$ cat src/rtl/vit_encoder_stack_seq_if.sv
// Control bus of the ViT encoder-stack sequencer.
// master: the sequencer itself. slave: the top-level controller plus the
// shared datapath units it drives.
interface vit_encoder_stack_seq_if #(
  parameter int NUM_LAYERS = 4,
  parameter int SEQ_LEN    = 16,
  parameter int LAYER_W    = $clog2(NUM_LAYERS + 1),
  parameter int TOK_W      = $clog2(SEQ_LEN + 1)
);
  // Handshake: every start output (stage_start bit, mlp_tok_start) is a
  // single-cycle pulse. The matching done input is honoured only while the
  // sequencer waits for that unit (from the first cycle after the pulse);
  // done bits of other units, or any done seen in the pulse cycle itself,
  // are ignored. A unit signals completion with a one-cycle done pulse.
  logic               start;
  logic               abort;
  logic               norm_mode;
  logic [LAYER_W-1:0] num_layers_cfg;
  logic [5:0]         stage_done;
  logic               mlp_tok_done;
  logic [5:0]         stage_start;
  logic               mlp_tok_start;
  logic [TOK_W-1:0]   mlp_tok_idx;
  logic [LAYER_W-1:0] layer_idx;
  logic [2:0]         stage_id;
  logic               buf_sel;
  logic               busy;
  logic               done;
  logic               error;
  logic [1:0]         err_code;
  logic [2:0]         dbg_state;

  modport master (
    input  start, abort, norm_mode, num_layers_cfg, stage_done, mlp_tok_done,
    output stage_start, mlp_tok_start, mlp_tok_idx, layer_idx, stage_id,
           buf_sel, busy, done, error, err_code, dbg_state
  );

  modport slave (
    output start, abort, norm_mode, num_layers_cfg, stage_done, mlp_tok_done,
    input  stage_start, mlp_tok_start, mlp_tok_idx, layer_idx, stage_id,
           buf_sel, busy, done, error, err_code, dbg_state
  );
endinterface

$ cat src/rtl/vit_encoder_stack_seq.sv
// Orchestration sequencer for a stack of ViT encoder layers. Steps through
// the six encoder stages per layer over shared datapath units using
// start/done handshakes, loops the MLP stage per token, flips the ping-pong
// activation buffer per layer and guards every wait with a watchdog.
// No data passes through this block.
module vit_encoder_stack_seq #(
  parameter int NUM_LAYERS = 4,
  parameter int SEQ_LEN    = 16,
  parameter int TIMEOUT    = 4096,
  parameter int LAYER_W    = $clog2(NUM_LAYERS + 1),
  parameter int TOK_W      = $clog2(SEQ_LEN + 1),
  parameter int TO_W       = $clog2(TIMEOUT + 1)
) (
  input  logic                    clk,
  input  logic                    rst_n,
  vit_encoder_stack_seq_if.master bus
);

  typedef enum logic [2:0] {
    S_IDLE      = 3'd0,
    S_ISSUE     = 3'd1,
    S_WAIT      = 3'd2,
    S_MLP_ISSUE = 3'd3,
    S_MLP_WAIT  = 3'd4,
    S_DONE      = 3'd5,
    S_ERR       = 3'd6
  } state_t;

  // Stage codes double as the bit positions in stage_start/stage_done.
  localparam logic [2:0] ST_MLP   = 3'd4;
  localparam logic [2:0] POS_LAST = 3'd5;

  state_t state;
  state_t state_nxt;

  // Configuration latched on an accepted start.
  logic               cfg_post;
  logic [LAYER_W-1:0] cfg_layers;

  // Run progress.
  logic [2:0]         pos;       // position inside the stage order
  logic [2:0]         stage_q;   // stage code at that position
  logic [LAYER_W-1:0] layer_q;
  logic               buf_q;
  logic [TOK_W-1:0]   tok_q;
  logic               error_q;
  logic [1:0]         err_code_q;
  logic [TO_W-1:0]    wd_cnt;

  // Decoded conditions.
  logic       accept;
  logic       cfg_bad;
  logic       waiting;
  logic       unit_done;
  logic       tok_last;
  logic       stage_fin;
  logic       last_pos;
  logic       more_layers;
  logic       timeout_hit;
  logic [2:0] next_stage;

  // Stage code found at position p of the pre-norm or post-norm order.
  // Pre-norm : LN1 ATT RES1 LN2 MLP RES2  (codes 0 1 2 3 4 5)
  // Post-norm: ATT RES1 LN1 MLP RES2 LN2  (codes 1 2 0 4 5 3)
  function automatic logic [2:0] stage_at(input logic post, input logic [2:0] p);
    logic [2:0] c;
    c = p;
    if (post) begin
      case (p)
        3'd0:    c = 3'd1;
        3'd1:    c = 3'd2;
        3'd2:    c = 3'd0;
        3'd3:    c = 3'd4;
        3'd4:    c = 3'd5;
        default: c = 3'd3;
      endcase
    end
    return c;
  endfunction

  // Condition decode shared by the FSM and the progress registers.
  always_comb begin
    accept      = ((state == S_IDLE) || (state == S_ERR)) && bus.start && !bus.abort;
    cfg_bad     = (bus.num_layers_cfg == '0) || (int'(bus.num_layers_cfg) > NUM_LAYERS);
    waiting     = (state == S_WAIT) || (state == S_MLP_WAIT);
    tok_last    = (tok_q == TOK_W'(SEQ_LEN - 1));
    unit_done   = ((state == S_WAIT) && bus.stage_done[stage_q]) ||
                  ((state == S_MLP_WAIT) && bus.mlp_tok_done);
    stage_fin   = ((state == S_WAIT) && bus.stage_done[stage_q]) ||
                  ((state == S_MLP_WAIT) && bus.mlp_tok_done && tok_last);
    last_pos    = (pos == POS_LAST);
    more_layers = (int'(layer_q) + 1) < int'(cfg_layers);
    // A done in the final watchdog cycle still counts, so timeout needs it absent.
    timeout_hit = waiting && !unit_done && (wd_cnt == TO_W'(TIMEOUT - 1));
    next_stage  = stage_at(cfg_post, pos + 3'd1);
  end

  // State register.
  always_ff @(posedge clk or negedge rst_n) begin
    if (!rst_n) begin
      state <= S_IDLE;
    end else begin
      state <= state_nxt;
    end
  end

  // Next-state logic; abort overrides everything else.
  always_comb begin
    state_nxt = state;
    if (bus.abort) begin
      state_nxt = S_IDLE;
    end else begin
      case (state)
        S_IDLE, S_ERR: begin
          if (bus.start) begin
            // The first stage of either order is never the MLP.
            state_nxt = cfg_bad ? S_ERR : S_ISSUE;
          end
        end
        S_ISSUE:     state_nxt = S_WAIT;
        S_MLP_ISSUE: state_nxt = S_MLP_WAIT;
        S_WAIT, S_MLP_WAIT: begin
          if (stage_fin) begin
            if (!last_pos) begin
              state_nxt = (next_stage == ST_MLP) ? S_MLP_ISSUE : S_ISSUE;
            end else if (more_layers) begin
              state_nxt = S_ISSUE;
            end else begin
              state_nxt = S_DONE;
            end
          end else if (unit_done) begin
            // MLP token finished but more tokens remain.
            state_nxt = S_MLP_ISSUE;
          end else if (timeout_hit) begin
            state_nxt = S_ERR;
          end
        end
        S_DONE:  state_nxt = S_IDLE;
        default: state_nxt = S_IDLE;
      endcase
    end
  end

  // Outputs decoded from state and registered progress only.
  always_comb begin
    bus.stage_start   = 6'd0;
    bus.mlp_tok_start = 1'b0;
    bus.busy          = 1'b0;
    bus.done          = 1'b0;
    case (state)
      S_ISSUE: begin
        bus.stage_start = 6'd1 << stage_q;
        bus.busy        = 1'b1;
      end
      S_WAIT:      bus.busy = 1'b1;
      S_MLP_ISSUE: begin
        bus.mlp_tok_start = 1'b1;
        bus.busy          = 1'b1;
      end
      S_MLP_WAIT:  bus.busy = 1'b1;
      S_DONE:      bus.done = 1'b1;
      default:     bus.busy = 1'b0;
    endcase
  end

  assign bus.mlp_tok_idx = tok_q;
  assign bus.layer_idx   = layer_q;
  assign bus.stage_id    = stage_q;
  assign bus.buf_sel     = buf_q;
  assign bus.error       = error_q;
  assign bus.err_code    = err_code_q;
  assign bus.dbg_state   = state;

  // Configuration, stage/layer/token progress, watchdog and error flags.
  always_ff @(posedge clk or negedge rst_n) begin
    if (!rst_n) begin
      cfg_post   <= 1'b0;
      cfg_layers <= '0;
      pos        <= 3'd0;
      stage_q    <= 3'd0;
      layer_q    <= '0;
      buf_q      <= 1'b0;
      tok_q      <= '0;
      error_q    <= 1'b0;
      err_code_q <= 2'd0;
      wd_cnt     <= '0;
    end else if (bus.abort) begin
      pos        <= 3'd0;
      stage_q    <= 3'd0;
      layer_q    <= '0;
      buf_q      <= 1'b0;
      tok_q      <= '0;
      error_q    <= 1'b0;
      err_code_q <= 2'd0;
      wd_cnt     <= '0;
    end else if (accept) begin
      cfg_post   <= bus.norm_mode;
      cfg_layers <= bus.num_layers_cfg;
      pos        <= 3'd0;
      stage_q    <= stage_at(bus.norm_mode, 3'd0);
      layer_q    <= '0;
      buf_q      <= 1'b0;
      tok_q      <= '0;
      error_q    <= cfg_bad;
      err_code_q <= cfg_bad ? 2'd2 : 2'd0;
      wd_cnt     <= '0;
    end else begin
      // Watchdog restarts on every issue so each wait gets the full budget.
      if ((state == S_ISSUE) || (state == S_MLP_ISSUE)) begin
        wd_cnt <= '0;
      end else if (waiting) begin
        wd_cnt <= wd_cnt + TO_W'(1);
      end

      if ((state == S_MLP_WAIT) && bus.mlp_tok_done) begin
        tok_q <= tok_last ? '0 : tok_q + TOK_W'(1);
      end

      if (stage_fin) begin
        if (!last_pos) begin
          pos     <= pos + 3'd1;
          stage_q <= next_stage;
        end else if (more_layers) begin
          pos     <= 3'd0;
          stage_q <= stage_at(cfg_post, 3'd0);
          layer_q <= layer_q + LAYER_W'(1);
          buf_q   <= ~buf_q;
        end
      end else if (timeout_hit) begin
        // stage/layer/token registers stay frozen for debug.
        error_q    <= 1'b1;
        err_code_q <= 2'd1;
      end
    end
  end

endmodule

$ cat src/flat_wrapper.sv
// flat-port wrapper written by rule: the top's interface ports become plain ports
module vit_encoder_stack_seq_flat 
#(
  parameter int NUM_LAYERS = 4,
  parameter int SEQ_LEN    = 16,
  parameter int TIMEOUT    = 4096,
  parameter int LAYER_W    = $clog2(NUM_LAYERS + 1),
  parameter int TOK_W      = $clog2(SEQ_LEN + 1),
  parameter int TO_W       = $clog2(TIMEOUT + 1)
)
  (clk, rst_n, bus_start, bus_abort, bus_norm_mode, bus_num_layers_cfg, bus_stage_done, bus_mlp_tok_done, bus_stage_start, bus_mlp_tok_start, bus_mlp_tok_idx, bus_layer_idx, bus_stage_id, bus_buf_sel, bus_busy, bus_done, bus_error, bus_err_code, bus_dbg_state);
  vit_encoder_stack_seq_if #(.NUM_LAYERS(NUM_LAYERS), .SEQ_LEN(SEQ_LEN), .LAYER_W(LAYER_W), .TOK_W(TOK_W)) bus_i ();
  input  logic clk;
  input  logic rst_n;
  input wire logic [$bits(bus_i.start)-1:0] bus_start;
  input wire logic [$bits(bus_i.abort)-1:0] bus_abort;
  input wire logic [$bits(bus_i.norm_mode)-1:0] bus_norm_mode;
  input wire logic [$bits(bus_i.num_layers_cfg)-1:0] bus_num_layers_cfg;
  input wire logic [$bits(bus_i.stage_done)-1:0] bus_stage_done;
  input wire logic [$bits(bus_i.mlp_tok_done)-1:0] bus_mlp_tok_done;
  output wire logic [$bits(bus_i.stage_start)-1:0] bus_stage_start;
  output wire logic [$bits(bus_i.mlp_tok_start)-1:0] bus_mlp_tok_start;
  output wire logic [$bits(bus_i.mlp_tok_idx)-1:0] bus_mlp_tok_idx;
  output wire logic [$bits(bus_i.layer_idx)-1:0] bus_layer_idx;
  output wire logic [$bits(bus_i.stage_id)-1:0] bus_stage_id;
  output wire logic [$bits(bus_i.buf_sel)-1:0] bus_buf_sel;
  output wire logic [$bits(bus_i.busy)-1:0] bus_busy;
  output wire logic [$bits(bus_i.done)-1:0] bus_done;
  output wire logic [$bits(bus_i.error)-1:0] bus_error;
  output wire logic [$bits(bus_i.err_code)-1:0] bus_err_code;
  output wire logic [$bits(bus_i.dbg_state)-1:0] bus_dbg_state;
  assign bus_i.start = bus_start;
  assign bus_i.abort = bus_abort;
  assign bus_i.norm_mode = bus_norm_mode;
  assign bus_i.num_layers_cfg = bus_num_layers_cfg;
  assign bus_i.stage_done = bus_stage_done;
  assign bus_i.mlp_tok_done = bus_mlp_tok_done;
  assign bus_stage_start = bus_i.stage_start;
  assign bus_mlp_tok_start = bus_i.mlp_tok_start;
  assign bus_mlp_tok_idx = bus_i.mlp_tok_idx;
  assign bus_layer_idx = bus_i.layer_idx;
  assign bus_stage_id = bus_i.stage_id;
  assign bus_buf_sel = bus_i.buf_sel;
  assign bus_busy = bus_i.busy;
  assign bus_done = bus_i.done;
  assign bus_error = bus_i.error;
  assign bus_err_code = bus_i.err_code;
  assign bus_dbg_state = bus_i.dbg_state;
  vit_encoder_stack_seq #(.NUM_LAYERS(NUM_LAYERS), .SEQ_LEN(SEQ_LEN), .TIMEOUT(TIMEOUT), .LAYER_W(LAYER_W), .TOK_W(TOK_W), .TO_W(TO_W)) u_core (.clk(clk), .rst_n(rst_n), .bus(bus_i));
endmodule
$ cat config.mk
export PLATFORM = sky130hd
export DESIGN_NAME = vit_encoder_stack_seq_flat
export DESIGN_NICKNAME = d
export VERILOG_FILES = /design/src/rtl/vit_encoder_stack_seq_if.sv /design/src/rtl/vit_encoder_stack_seq.sv /design/src/flat_wrapper.sv
export SDC_FILE = /design/constraint.sdc
export NUM_CORES = 1
export LEC_CHECK = 0
export BUFFER_PORTS_ARGS = -buffer_cell sky130_fd_sc_hd__clkbuf_2
export CORE_MARGIN = 5
export CORE_UTILIZATION = 55
export DETAILED_ROUTE_END_ITERATION = 7
export GPL_TIMING_DRIVEN = 0
export PLACE_DENSITY = 0.79
export SLEW_MARGIN = 5
export SYNTH_ARGS = -nofsm -noshare
export SYNTH_HDL_FRONTEND = slang
export SYNTH_SLANG_ARGS = --single-unit
$ cat constraint.sdc
create_clock -name clk -period 4.5 [get_ports clk]
set_input_delay 0.9 -clock clk [delete_from_list [all_inputs] [get_ports clk]]
set_output_delay 0.9 -clock clk [all_outputs]
set_load 0.03 [all_outputs]
; ---- After elaboration in Yosys (flattened, before gate mapping)
; Index checks and enable logic that the tools add are counted.
; Widths: inputs -> output; s select.
[totals]
ff_bits = 38
input_bits = 15
elab_cells = 129
[op_classes]
n_addsub = 5
order_cmp = 3
eq_ne = 18
shift = 1
muxes = 57
bitwise_logic = 2
n_reduce_logical = 32
[op_table]
columns = cell, n
row1 = $mux 3, 24
row2 = $mux 13, 4
row3 = $lt 32x4->1, 1
row4 = $mux 5, 4
row5 = $eq 3x3->1 const B, 6
row6 = $mux 1, 15
row7 = $pmux 3 s5, 1
row8 = $reduce_bool 3->1, 5
row9 = $add 13x1->13 const B, 1
row10 = $eq 13x12->1 const B, 1
row11 = $eq 3x2->1 const B, 4
row12 = $mux 2, 6
row13 = $pmux 3 s4, 1
row14 = $logic_not 3->1, 3
row15 = $reduce_and 2->1, 4
row16 = $logic_and 1x1->1, 7
row17 = $add 3x1->3 const B, 2
row18 = $eq 3x1->1 const B, 2
row19 = $logic_or 1x1->1, 6
row20 = $mux 6, 1
row21 = $shl 1x3->6 const A, 1
row22 = $add 5x1->5 const B, 1
row23 = $eq 5x4->1 const B, 1
row24 = $ne 5x2->1 const B, 1
row25 = 13 further kinds, 16

; ---- Longest topological paths before layout
[logic_depth]
word_depth = 12
mapped_depth = 9
depth_no_buf = 9

; ---- Worst setup path after synthesis
; No wires, ideal clock.
[synth_path]
kind = flip-flop to output port
start = reg u_core.state[0], in the netlist u_core.bus.dbg_state[0]
end = out bus_stage_start[0]
t_arrival_ns = 2.076
required_time_ns = 3.600
slack_ns = 1.524
path_stages_with_launch = 5
cell_sequence = dfrtp_1 clkbuf_1 nand2b_1 or3_1 nor3_1
[synth_via]
elab_chain_cells = 2
[synth_lines]
columns = item, line
row1 = start: declaration, vit_encoder_stack_seq.sv:33  ; state_t state;
row2 = start signal: assignment, vit_encoder_stack_seq.sv:103  ; state <= state_nxt;
row3 = $eq 3x1->1, vit_encoder_stack_seq.sv:150  ; case (state)
row4 = $mux 6, vit_encoder_stack_seq.sv:150
row5 = end: declaration, flat_wrapper.sv:21  ; output wire logic [$bits(bus_i.stage_start)-1:0] bus_stage_start;
; Every way passes these cells.

; ---- Worst setup path after layout
; Same ends and word-level chain as after synthesis.

==> flow_summary_export.csv <==
group,metric,value,unit
setup_path,crit_path_cell_trace,"clkbuf_1 -> nand2b_1 -> or3_1 -> nor3_1 -> clkbuf_2",
cts,clock_sink_count,38,
pwr,p_leak,1.275,nW
timing,setup_viol,0,
cts,tritoncts,"built",
synthesis,synthDistinctLibCells,52,
timing,finalHoldViolations,0,
floorplan,die_h,75.52,um
synthesis,synth.yosys.warnings,0,
floorplan,dieArea,5703,sq um
setup_path,critical_path.startpoint_type,"register",
setup_path,worstPathMaxFanout,10,
drt,drc,0,
cts,post_cts_resize_count,0,
setup_path,data_required_critical_path,3.60,ns
synthesis,synth-async-reset-ratio,100.0,%
timing,period_share,66.87,%
finish,layout_overhead_on_the_synthesized_area,15.79,%
global_routing,grt_pass1_wl,8749,um
synthesis,synthesis.instances,260,
timing,worst_slew_pin_slew,0.9228,ns
synthesis,synth_area_leaders,"dfrtp_1 (40%), nor2_1 (6.7%), ha_1 (5.3%)",
timing,max_freq,0.3323,GHz
cts,cts-hold-fix-buffers,0,
synthesis,synth_top_flop_cell,"dfrtp_1",
drt,wire_length_per_cell_after_detailed_routing,14.39,um
synthesis,synth_seq_cells,38,
setup_path,critical_path.n_buffers_inverters,2,
synthesis,yosysSeqAreaShare,40.28,%
placed_design,placement.io_buffers,40,
finish,n_fill_cell,359,
pwr,power_density,445.3,nW/um^2
setup_path,worst-setup-path-type,"reg2out",
finish,seqCellArea,950.9,sq um
finish,final_cell_mix,"nor2_1 (42), clkbuf_2 (40), dfrtp_1 (38), nand2_1 (21), nor3_1 (14)",
synthesis,post_syn_area_per_cell,9.081,sq um
timing,timing.final.max_slew_violations,0,
drt,via_count,2066,
setup_path,critPathCaptureType,"output port",
drt,totalWireLength,5150,um
floorplan,floorplan.initialDensity,57.78,%
drt,detail_route.iter0.violations,208,
synthesis,synth_area,2361,sq um
setup_path,highest_cell_delay_on_the_worst_timing_path,0.48,ns
placed_design,hpwl,3906,um
pwr,ir_drop,305.4,uV
worst_hold_path,holdCritPathClass,"reg2reg",
cts,cts-root-buf,"clkbuf_8",
cts,clock_slew_seen_by_the_registers_of_the_worst_setup_and_hold_paths,0.07,ns
global_routing,grt_antenna_before_repair,0,
placed_design,gp_routability_congestion,0.9219,
placed_design,detailedPlace.worstSlack,1.803,ns
drt,met3_wirelength,406,um
floorplan,die_x,75.52,um
run,timing.max_cap.violations,0,
timing,setup_total_negative_slack,0,ns
drt,maxUsedRoutingLayer,"met4",
floorplan,core.rowCount,23,
setup_path,worst_ep_arrival_time,2.11,ns
timing,setup_slack,1.491,ns
cts,ctsLongestPathBuffers,2,
synthesis,netlist.area_leader.share,40.28,%
setup_path,critical_path.top_delay_family,"simple AND/OR/NAND/NOR gates",
cts,clock_insertion_delay_worst_skew,0.29,ns
cts,htree_levels,2,
drt,detail_route.wirelength.met1,2481,um
drt,first_pass_iters,7,
finish,final_common_cell,"nor2_1",
setup_path,crit_slowest_cell,"dfrtp_1",
timing,fin_worst_skew,0.009589,ns
drt,routed_via_density,5.771,
synthesis,mappedNetlistNets,285,
cts,cts_buffers,5,
timing,slew-limit-headroom,38.48,%
floorplan,io_pins,42,
finish,nets,332,
global_routing,largest_net_degree_at_the_start_of_global_routing,39,
synthesis,synth_enable_flop_cells,0,
run_status,outcome,"finished clean",
cts,post-cts-setup-buffer-count,0,
drt,met2WireLength,2237,um
timing,post-route-min-period,3.009,ns
synthesis,largest_area_contributor_in_the_synthesized_netlist,"dfrtp_1",
finish,multi_input_comb_area,1336,sq um
global_routing,grt_use_total,20.13,%
global_routing,globalRoute.totalOverflow,0,
floorplan,floorplan.core_area,4086,sq um
drt,route.antenna.remaining_nets,0,
timing,rsz_0062_raised_after_global_routing,"no",
finish,drive_gt1_share,20.13,%
finish,antennaDiodeCount,0,
global_routing,vias_in_the_first_global_route,1958,
==> worst paths after layout <==
kind,start,to,slack [ns],cells past startpoint
max reg2reg,u_core.bus.layer_idx[0]$_DFFE_PN0P_,u_core.bus.dbg_state[2]$_DFFE_PN0P_,2.05,9
max,u_core.bus.dbg_state[0]$_DFFE_PN0P_,bus_stage_start[0],1.49,5
min in group asynchronous,rst_n,u_core.pos[0]$_DFFE_PN0P_,0.74,1
min,u_core.cfg_layers[1]$_DFFE_PN0P_,u_core.cfg_layers[1]$_DFFE_PN0P_,0.51,1
min reg2reg,u_core.cfg_layers[1]$_DFFE_PN0P_,u_core.cfg_layers[1]$_DFFE_PN0P_,0.51,1
max in group asynchronous,rst_n,u_core.wd_cnt[1]$_DFFE_PN0P_,3.18,1
==> layout make-up <==
cell class,instances,share of cell area [%]
Sequential cell,38,34.78
Inverter,8,1.098
Clock buffer,8,4.027
Timing Repair Buffer,40,7.323
Multi-Input combinational cell,204,48.88
Tap cell,50,2.288
Buffer,10,1.602
==> state kept, by name (all words and copies together), names as in the netlist <==
| register | flops |
|---|---|
| u_core.bus.layer_idx | 3 |
| u_core.bus.buf_sel | 1 |
| u_core.bus.dbg_state | 3 |
| u_core.cfg_layers | 3 |
| u_core.cfg_post | 1 |
| u_core.bus.mlp_tok_idx | 5 |
| u_core.bus.error | 1 |
| u_core.pos | 3 |
| u_core.bus.stage_id | 3 |
| u_core.wd_cnt | 13 |
| u_core.bus.err_code | 2 |
==> where the power goes <==
group          internal (mW)  total [mW]  switching (mW)
logic                  0.180       0.523           0.343
registers              0.386       0.425          0.0389
clock network          0.155       0.269           0.114
total                  0.721        1.22           0.496
==> metrics by stage <==
step | instances | hold slack [ns] | utilization (%) | power, mW | instance area (sq um)
final | 358 | 0.5062 | 66.90 | 1.217 | 2734
after global routing | 358 | 0.5296 | 66.90 | 1.309 | 2734
after CTS | 358 | 0.5089 | 66.90 | 1.224 | 2734
after detailed placement | 350 | 0.4918 | 64.21 | 0.9514 | 2624
after global placement | 350 | 0.4911 | 64.21 | 0.9407 | 2624
after floorplan | 260 | 0.4719 | - | 0.8189 | 2361
==> synth_stat cells (all sizes together) (2+ instances only) <==
| library cell | n |
|---|---|
| a211oi | 2 |
| a21o | 2 |
| a21oi | 11 |
| a22o | 2 |
| a22oi | 3 |
| a31oi | 2 |
| a41oi | 2 |
| and3 | 4 |
| and3b | 2 |
| and4 | 2 |
| buf | 3 |
| clkbuf | 7 |
| dfrtp | 38 |
| ha | 10 |
| inv | 8 |
| mux2 | 4 |
| mux2i | 5 |
| nand2 | 21 |
| nand2b | 6 |
| nand3 | 8 |
| nand4 | 3 |
| nand4b | 2 |
| nor2 | 42 |
| nor2b | 2 |
| nor3 | 16 |
| o211ai | 2 |
| o21ai | 12 |
| o22ai | 3 |
| or2 | 2 |
| xnor2 | 11 |
| xor2 | 8 |
==> logic make-up (layout without fill, tap and decap cells) <==
group | count (synthesis) | after routing | share of synthesized area [%]
simple gates | 116 | 116 | 25.07
compound gates | 50 | 50 | 15.16
flops | 38 | 38 | 40.28
xor+xnor | 19 | 19 | 7.048
buf+inv | 18 | 66 | 3.127
fa+ha+maj | 10 | 10 | 5.299
mux | 9 | 9 | 4.028
==> routing by layer <==
layer | vias up | GRT usage [%]
li1 | 1019 | -
met1 | 966 | 27.68
met2 | 79 | 31.06
met3 | 2 | 5.541
met4 | 0 | 6.214
met5 | - | 0
No activity file was read; power rests on OpenSTA's default activity.
